`src/rtl/mem_access_unit_pkg.sv`:
```
// -----------------------------------------------------------------------------
// mem_access_unit_pkg
// Shared types for the memory access unit: data/address widths, the access
// size encoding and the controller state encoding. Also provides the
// alignment rule used by the optional misalignment check
// (MEM_ACCESS_MISALIGN_CHECK_EN).
// -----------------------------------------------------------------------------
package mem_access_unit_pkg;

   localparam int unsigned DATA_WIDTH = 32;
   localparam int unsigned ADDR_WIDTH = 32;

   typedef logic [DATA_WIDTH-1:0] DataPath;
   typedef logic [ADDR_WIDTH-1:0] DataAddrPath;

   typedef enum logic [1:0] {
      SizeByte = 2'd0,
      SizeHalf = 2'd1,
      SizeWord = 2'd2
   } MemAccessSize;

   typedef enum logic [1:0] {
      StIdle,
      StLoadWait,
      StRmwRead,
      StRmwWrite
   } mau_state_e;

   // A WORD needs a 4-byte aligned address, a HALF a 2-byte aligned one.
   function automatic logic is_misaligned(logic [1:0] size, logic [1:0] off);
      return ((size == SizeWord) && (off != 2'b00)) ||
             ((size == SizeHalf) && off[0]);
   endfunction

endpackage

```
`src/rtl/mem_access_unit_lane_align.sv`:
```
// -----------------------------------------------------------------------------
// mem_lane_align
// Purely combinational little-endian lane handling for the memory access unit.
//   word_i  : word read from data memory
//   wdata_i : right-aligned store data
//   size_i  : access size (MemAccessSize encoding)
//   off_i   : byte offset within the word (addr[1:0])
//   sext_i  : 1 = sign-extend loads, 0 = zero-extend
//   load_o  : selected lane of word_i, extended to a full word
//   merge_o : word_i with the selected lane replaced by wdata_i's low bytes
// Byte lane = off_i, half lane = off_i[1]; a WORD ignores off_i entirely.
// -----------------------------------------------------------------------------
module mem_lane_align
   import mem_access_unit_pkg::*;
(
   input  logic [DATA_WIDTH-1:0] word_i,
   input  logic [DATA_WIDTH-1:0] wdata_i,
   input  logic [1:0]            size_i,
   input  logic [1:0]            off_i,
   input  logic                  sext_i,
   output logic [DATA_WIDTH-1:0] load_o,
   output logic [DATA_WIDTH-1:0] merge_o
);

   logic [7:0]  byte_sel;
   logic [15:0] half_sel;

   always_comb begin
      byte_sel = word_i[8*off_i +: 8];
      half_sel = off_i[1] ? word_i[31:16] : word_i[15:0];
      load_o   = word_i;
      merge_o  = wdata_i;
      case (size_i)
         SizeByte: begin
            load_o  = {{(DATA_WIDTH-8){sext_i & byte_sel[7]}}, byte_sel};
            merge_o = word_i;
            merge_o[8*off_i +: 8] = wdata_i[7:0];
         end
         SizeHalf: begin
            load_o  = {{(DATA_WIDTH-16){sext_i & half_sel[15]}}, half_sel};
            merge_o = word_i;
            if (off_i[1]) begin
               merge_o[31:16] = wdata_i[15:0];
            end else begin
               merge_o[15:0] = wdata_i[15:0];
            end
         end
         default: begin
            load_o  = word_i;
            merge_o = wdata_i;
         end
      endcase
   end

endmodule

```
`src/rtl/mem_access_unit.sv`:
```
// -----------------------------------------------------------------------------
// mem_access_unit
// Byte/half/word load-store unit in front of a synchronous data memory that
// registers its address at posedge and returns the word the following cycle.
//   clk, rst (sync, active-low) ; req/we/size/signExt/addr/wdata : core request
//   busy     : high whenever the controller is not idle
//   done     : registered one-cycle completion pulse
//   rdata    : registered load result, held until the next load
//   misalign : error pulse with done (only with MEM_ACCESS_MISALIGN_CHECK_EN)
//   dmemAddr/dmemDataIn/dmemWrEnable/dmemDataOut : data memory port
// Latencies (acceptance to done): word store 1, load 2, sub-word store 3
// (read-modify-write).
// Optional feature macro: MEM_ACCESS_MISALIGN_CHECK_EN.
// -----------------------------------------------------------------------------
module mem_access_unit
   import mem_access_unit_pkg::*;
(
   input  logic                  clk,
   input  logic                  rst,
   input  logic                  req,
   input  logic                  we,
   input  logic [1:0]            size,
   input  logic                  signExt,
   input  logic [ADDR_WIDTH-1:0] addr,
   input  logic [DATA_WIDTH-1:0] wdata,
   output logic                  busy,
   output logic                  done,
   output logic [DATA_WIDTH-1:0] rdata,
   output logic                  misalign,
   output logic [ADDR_WIDTH-1:0] dmemAddr,
   output logic [DATA_WIDTH-1:0] dmemDataIn,
   output logic                  dmemWrEnable,
   input  logic [DATA_WIDTH-1:0] dmemDataOut
);

   mau_state_e            state_q, state_d;
   logic [ADDR_WIDTH-1:0] addr_q, addr_d;
   logic [1:0]            off_q, off_d;
   logic [1:0]            size_q, size_d;
   logic                  sext_q, sext_d;
   logic [DATA_WIDTH-1:0] wdata_q, wdata_d;
   logic [DATA_WIDTH-1:0] merged_q, merged_d;
   logic [DATA_WIDTH-1:0] rdata_q, rdata_d;
   logic                  done_q, done_d;
   logic                  bad_access;
   logic [DATA_WIDTH-1:0] lane_load;
   logic [DATA_WIDTH-1:0] lane_merge;

`ifdef MEM_ACCESS_MISALIGN_CHECK_EN
   logic misalign_q, misalign_d;
   assign bad_access = is_misaligned(size, addr[1:0]);
   assign misalign   = misalign_q;
`else
   assign bad_access = 1'b0;
   assign misalign   = 1'b0;
`endif

   mem_lane_align u_lane_align (
      .word_i  (dmemDataOut),
      .wdata_i (wdata_q),
      .size_i  (size_q),
      .off_i   (off_q),
      .sext_i  (sext_q),
      .load_o  (lane_load),
      .merge_o (lane_merge)
   );

   always_comb begin
      state_d      = state_q;
      addr_d       = addr_q;
      off_d        = off_q;
      size_d       = size_q;
      sext_d       = sext_q;
      wdata_d      = wdata_q;
      merged_d     = merged_q;
      rdata_d      = rdata_q;
      done_d       = 1'b0;
`ifdef MEM_ACCESS_MISALIGN_CHECK_EN
      misalign_d   = 1'b0;
`endif
      dmemAddr     = {addr[ADDR_WIDTH-1:2], 2'b00};
      dmemDataIn   = wdata;
      dmemWrEnable = 1'b0;

      unique case (state_q)
         StIdle: begin
            if (req) begin
               addr_d  = {addr[ADDR_WIDTH-1:2], 2'b00};
               off_d   = addr[1:0];
               size_d  = size;
               sext_d  = signExt;
               wdata_d = wdata;
               if (bad_access) begin
                  done_d  = 1'b1;
                  rdata_d = '0;
`ifdef MEM_ACCESS_MISALIGN_CHECK_EN
                  misalign_d = 1'b1;
`endif
               end else if (we && (size == SizeWord)) begin
                  dmemWrEnable = 1'b1;
                  done_d       = 1'b1;
               end else if (we) begin
                  // Sub-word store: the read issued here feeds the merge.
                  state_d = StRmwRead;
               end else begin
                  state_d = StLoadWait;
               end
            end
         end
         StLoadWait: begin
            dmemAddr = addr_q;
            rdata_d  = lane_load;
            done_d   = 1'b1;
            state_d  = StIdle;
         end
         StRmwRead: begin
            dmemAddr = addr_q;
            merged_d = lane_merge;
            state_d  = StRmwWrite;
         end
         StRmwWrite: begin
            dmemAddr     = addr_q;
            dmemDataIn   = merged_q;
            dmemWrEnable = 1'b1;
            done_d       = 1'b1;
            state_d      = StIdle;
         end
         default: state_d = StIdle;
      endcase

      // Reset aborts whatever is in flight, including a pending write.
      if (!rst) begin
         dmemWrEnable = 1'b0;
      end
   end

   always_ff @(posedge clk) begin
      if (!rst) begin
         state_q    <= StIdle;
         addr_q     <= '0;
         off_q      <= '0;
         size_q     <= '0;
         sext_q     <= 1'b0;
         wdata_q    <= '0;
         merged_q   <= '0;
         rdata_q    <= '0;
         done_q     <= 1'b0;
`ifdef MEM_ACCESS_MISALIGN_CHECK_EN
         misalign_q <= 1'b0;
`endif
      end else begin
         state_q    <= state_d;
         addr_q     <= addr_d;
         off_q      <= off_d;
         size_q     <= size_d;
         sext_q     <= sext_d;
         wdata_q    <= wdata_d;
         merged_q   <= merged_d;
         rdata_q    <= rdata_d;
         done_q     <= done_d;
`ifdef MEM_ACCESS_MISALIGN_CHECK_EN
         misalign_q <= misalign_d;
`endif
      end
   end

   assign busy  = (state_q != StIdle);
   assign done  = done_q;
   assign rdata = rdata_q;

endmodule

```
`config.mk`:
```
export PLATFORM = sky130hd
export DESIGN_NAME = mem_access_unit
export DESIGN_NICKNAME = d
export VERILOG_FILES = /design/src/rtl/mem_access_unit_pkg.sv /design/src/rtl/mem_access_unit_lane_align.sv /design/src/rtl/mem_access_unit.sv
export SDC_FILE = /design/constraint.sdc
export NUM_CORES = 1
export LEC_CHECK = 0
export BUFFER_PORTS_ARGS = -buffer_cell sky130_fd_sc_hd__buf_2
export CORE_MARGIN = 4
export CORE_UTILIZATION = 30
export DETAILED_ROUTE_END_ITERATION = 8
export GPL_TIMING_DRIVEN = 0
export PLACE_DENSITY = 0.56
export SKIP_CTS_REPAIR_TIMING = 1
export SLEW_MARGIN = 20
export SYNTH_ARGS = -nofsm -noshare
export SYNTH_HDL_FRONTEND = slang
export SYNTH_SLANG_ARGS = --single-unit
```
`constraint.sdc`:
```
create_clock -name clk -period 4.7 [get_ports clk]
set_input_delay 1.175 -clock clk [delete_from_list [all_inputs] [get_ports clk]]
set_output_delay 1.175 -clock clk [all_outputs]
set_load 0.02 [all_outputs]
```
Word-level counts from Yosys, hierarchy flattened
Cells that the tools add are included.

operators by class
  add/subtract/negate cells = 1
  equal/unequal tests = 7
  shift-type cells = 3
  multiplexer cells = 17
  bitwise gates (word level) = 2
  reduce and logical (&&, ||, !) cells = 8

operator list
  kind                     number
  $pmux 32 s2              2
  $mux 32                  2
  $mux 16                  3
  $neg 5->34               1
  $shift 8x34->32 const A  1
  $shiftx 8x34->32         1
  $bwmux 32                1
  $shiftx 32x6->8          1
  $eq 2x2->1 const B       3
  $mux 2                   3
  $pmux 2 s3               1
  $eq 2x1->1 const B       2
  $logic_not 2->1          2
  $ne 2x2->1 const B       2
  $pmux 1 s2               2
  $reduce_and 2->1         2
  $mux 1                   3
  $reduce_or 3->1          1
  $and 1x1->1              2
  $reduce_bool 2->1        1
  $reduce_or 2->1          1
  $logic_and 1x1->1        1

storage, ports and cells
  bits in registers = 134
  input port bits = 103
  output and inout port bits = 100

Depth between registers and ports, before layout
  depth after elaboration = 6
  depth in mapped cells = 9
  gate-level depth less buffers = 6

Modules after synthesis
Synthesis repeated with hierarchy kept, for this count alone.

unflattened totals
  cells, all modules = 848
  area total of the unflattened synthesis = 7671.1 µm²

modules (own cells, without submodules)
  module           times used  cells each  area an instance (µm²)  sequential area each (µm²)
  mem_access_unit  1           599         5870.6                  2682.6
  mem_lane_align   1           249         1800.5                  0.0

Least setup slack after synthesis
Ideal clock, no wire load.

  kind = input to output
  start = input port rst
  end = output port dmemWrEnable
  arrival = 2.182 ns
  path slack = 1.343 ns
  stages on the path = 4
  buffers on the path = 2
  cell sequence = clkbuf_1 -> inv_2 -> clkbuf_1 -> nor3_1

on the way
  word-level cells in the longest chain between the ends = 1

ends and longest elaborated chain
  element          RTL line                RTL
  start, declared  mem_access_unit.sv:19   input logic rst,
  $mux 1           mem_access_unit.sv:132  if (!rst) begin
  end, declared    mem_access_unit.sv:32   output logic dmemWrEnable,

No other way between the ends.

Final worst setup path
Ends and elaborated chain as after synthesis.

==> flow_summary.ini <==
[global_route]
first_global_vias = 6547
grt-ovfl-total = 0
grt_antenna_before_repair = 5
first_pass_grt_wire_length_mm = 38.12
grt_max_degree = 17
track_usage_pct = 20.23

[timing]
timing.hold.ws_ps = 453.2
report.final.hold_viol_count = 0
timing.fmax_mhz = 264.1
smallest_setup_slack_after_layout_ps = 913.1
worst-slew-pin-transition_ps = 787.1
fin_tns_setup_ps = 0
finClkSkew_ps = 9.437
final_max_slew_viol_count = 0
slew-limit-headroom_pct = 47.29
setup_violations = 0
rsz0062_at_grt = no
finalWorstPathRequiredPeriod_ps = 3787
layout_worst_path_cycle_share_pct = 80.57

[clock_tree]
numClockSinks = 134
root_buffer = sky130_fd_sc_hd__clkbuf_16
clock_tree.buffer_depth = 2
tritoncts = yes
clock_tree.htree_level_count = 4
clock_latency_ps = 440
total_cts_buffers = 17
cts.clk_slew.worst_paths_ps = 60

[routing]
avgViaCountPerCell = 5.138
vias = 6828
antenna_violating_nets_post_route = 0
route.detailed.wl_per_inst_um = 19.15
drtPass1Iterations = 5
starting_drt_drc_count = 480
drc_errors = 0
detail_route.wirelength_mm = 25.45

[cells_and_area]
fillCellCount = 2281
final_layout_size_suffix_gt1_share_pct = 30.78
number_of_nets_in_the_layout = 1145
final_cell_count_no_fill = 1329
ff_latch_area_um2 = 2683
final_cell_mix = sky130_fd_sc_hd__nand2_1 (208), sky130_fd_sc_hd__buf_2 (206), sky130_fd_sc_hd__dfxtp_1 (134), sky130_fd_sc_hd__a21oi_1 (110), sky130_fd_sc_hd__mux2_2 (69)
multi_input_gate_area_in_the_final_layout_um2 = 3660
layout_area_overhead_pct = 30.08
most_common_library_cell_in_the_layout_ignoring_fill_and_taps = sky130_fd_sc_hd__nand2_1

[floorplanning]
chipWidth_um = 157.0
core_um2 = 21820
floorplan.initialDensity_pct = 30.54
row_count = 54
dieArea_um2 = 24660
design.portCount = 203
floorplan.die.height_um = 157.0

[power_and_ir_drop]
static-leakage-power_nw = 3.527
irDropWorstVdd_uv = 257.0
powerDensity_nw_per_um2 = 557.7

[critical_path]
r2r-end = merged_q[6]
worst_setup_path_end_kind = primary output
critical_path_data_required_time_ps = 3520
timing.critical_path.arrival_ps = 2610
worstPathMaxFanout = 10
r2r_slack_ps = 2290
crit_path_start_kind = input port
crit-reg2reg-launch = off_q[0]
timing.setup.critical_path_class = in -> out
crit_path_start = rst
r2r.worst_path.cells = 6

[place]
place.port_buffers = 198
place.gp.congestion = 0.9292
place.detailed.hpwl_mm = 19.51
post-place-ws_ps = 921.7
dp_cells = 1294

[worst_hold_path]
worst_case_hold_path_end_point = addr_q[28]
hold_class = reg -> reg
timing.hold.worst_path_depth = 2
hold_crit_start = addr_q[28]

[synthesis]
mappedNetlistArea_um2 = 6664
sequential_element_share_of_the_synthesized_area_pct = 40.26
count_of_warnings_emitted_by_yosys = 0
synth_top_flop_cell = sky130_fd_sc_hd__dfxtp_1
synth_cell_types = 47
synth_edf_count = 0
synth_area_per_cell_um2 = 8.187
post_synthesis_instance_total = 814
postSynthRegisterBits = 134
async_flop_share_pct = 0

[run]
number_of_max_cap_violations = 0

[status]
status = finished, final reports clean
## worst max path at each step
stage	to	slack (ps)	depth (start not counted)
floorplan	dmemWrEnable	1340	4
global placement	dmemWrEnable	920	5
detailed placement	dmemWrEnable	920	5
CTS	dmemWrEnable	920	5
global route	dmemWrEnable	810	5
finish	dmemWrEnable	910	5
## final cells by class
type	count	area share, %
Buffer	66	3.406
Clock buffer	20	5.153
Timing Repair Buffer	198	11.43
Antenna cell	3	0.08661
Multi-Input combinational cell	607	42.22
Tap cell	280	4.042
Inverter	9	0.3897
Sequential cell	134	30.95
Clock inverter	12	2.324
## logic make-up (layout without fill, tap and decap cells)
logic type | count (synthesis) | after routing | share of synthesized area, %
simple gates | 284 | 284 | 18.78
compound gates | 232 | 232 | 20.75
flops | 134 | 134 | 40.26
mux | 79 | 79 | 13.54
buf+inv | 75 | 305 | 4.938
fa+ha+maj | 9 | 9 | 1.690
other cells | 1 | 6 | 0.05627
## routing by layer
layer,up-vias,global-route usage [%],share of wire [%]
met5,-,0,0.11
met4,6,8.275,3.0
met3,49,6.131,7.8
met2,257,31.97,46
met1,3196,25.84,43
li1,3320,-,-
## Yosys cell counts (4+ instances only)
cell	count	area, um2
sky130_fd_sc_hd__dfxtp_1	134	2683
sky130_fd_sc_hd__mux2_2	69	777.0
sky130_fd_sc_hd__nand3_1	10	50.05
sky130_fd_sc_hd__o22ai_1	7	43.79
sky130_fd_sc_hd__o21ai_0	42	210.2
sky130_fd_sc_hd__nand3b_1	11	82.58
sky130_fd_sc_hd__o211ai_1	9	67.56
sky130_fd_sc_hd__and4_1	5	43.79
sky130_fd_sc_hd__nand2_1	208	780.8
sky130_fd_sc_hd__buf_1	4	15.01
sky130_fd_sc_hd__o31ai_1	15	112.6
sky130_fd_sc_hd__nor2b_1	9	56.30
sky130_fd_sc_hd__o221ai_1	7	61.31
sky130_fd_sc_hd__ha_1	9	112.6
sky130_fd_sc_hd__mux2i_1	8	80.08
sky130_fd_sc_hd__a222oi_1	4	40.04
sky130_fd_sc_hd__a31oi_1	16	100.1
sky130_fd_sc_hd__a21oi_1	110	550.5
sky130_fd_sc_hd__clkbuf_1	47	176.4
sky130_fd_sc_hd__inv_1	7	26.28
sky130_fd_sc_hd__nor2_1	20	75.07
sky130_fd_sc_hd__nand2b_1	5	31.28
sky130_fd_sc_hd__buf_2	8	40.04
sky130_fd_sc_hd__a221oi_1	9	78.83
sky130_fd_sc_hd__buf_4	4	30.03
## through the flow
| step | utilization, % | power (mW) | cell area (um2) |
|---|---|---|---|
| final | 39.72 | 4.834 | 8668 |
| after global routing | 39.71 | 5.093 | 8666 |
| after CTS | 39.69 | 4.858 | 8661 |
| after detailed placement | 36.72 | 3.351 | 8013 |
| after global placement | 36.72 | 3.343 | 8013 |
| after floorplan | - | 2.738 | 6671 |
## worst max-delay path, cell delays in order
cell,delay (ps)
sky130_fd_sc_hd__clkbuf_1,330
sky130_fd_sc_hd__inv_2,250
sky130_fd_sc_hd__clkbuf_1,310
sky130_fd_sc_hd__nor3_1,310
sky130_fd_sc_hd__buf_2,230
## registers in the layout (all words and copies together) (netlist names)
register	cells
merged_q	32
rdata	32
wdata_q	32
addr_q	30
off_q	2
size_q	2
state_q	2
done	1
sext_q	1
## power breakdown
part | internal (mW) | switching (mW) | total (mW)
clock network | 0.956 | 0.540 | 1.50
registers | 1.39 | 0.181 | 1.57
logic | 0.646 | 1.12 | 1.76
total | 2.99 | 1.84 | 4.83
No activity file was read; power rests on OpenSTA's default activity.
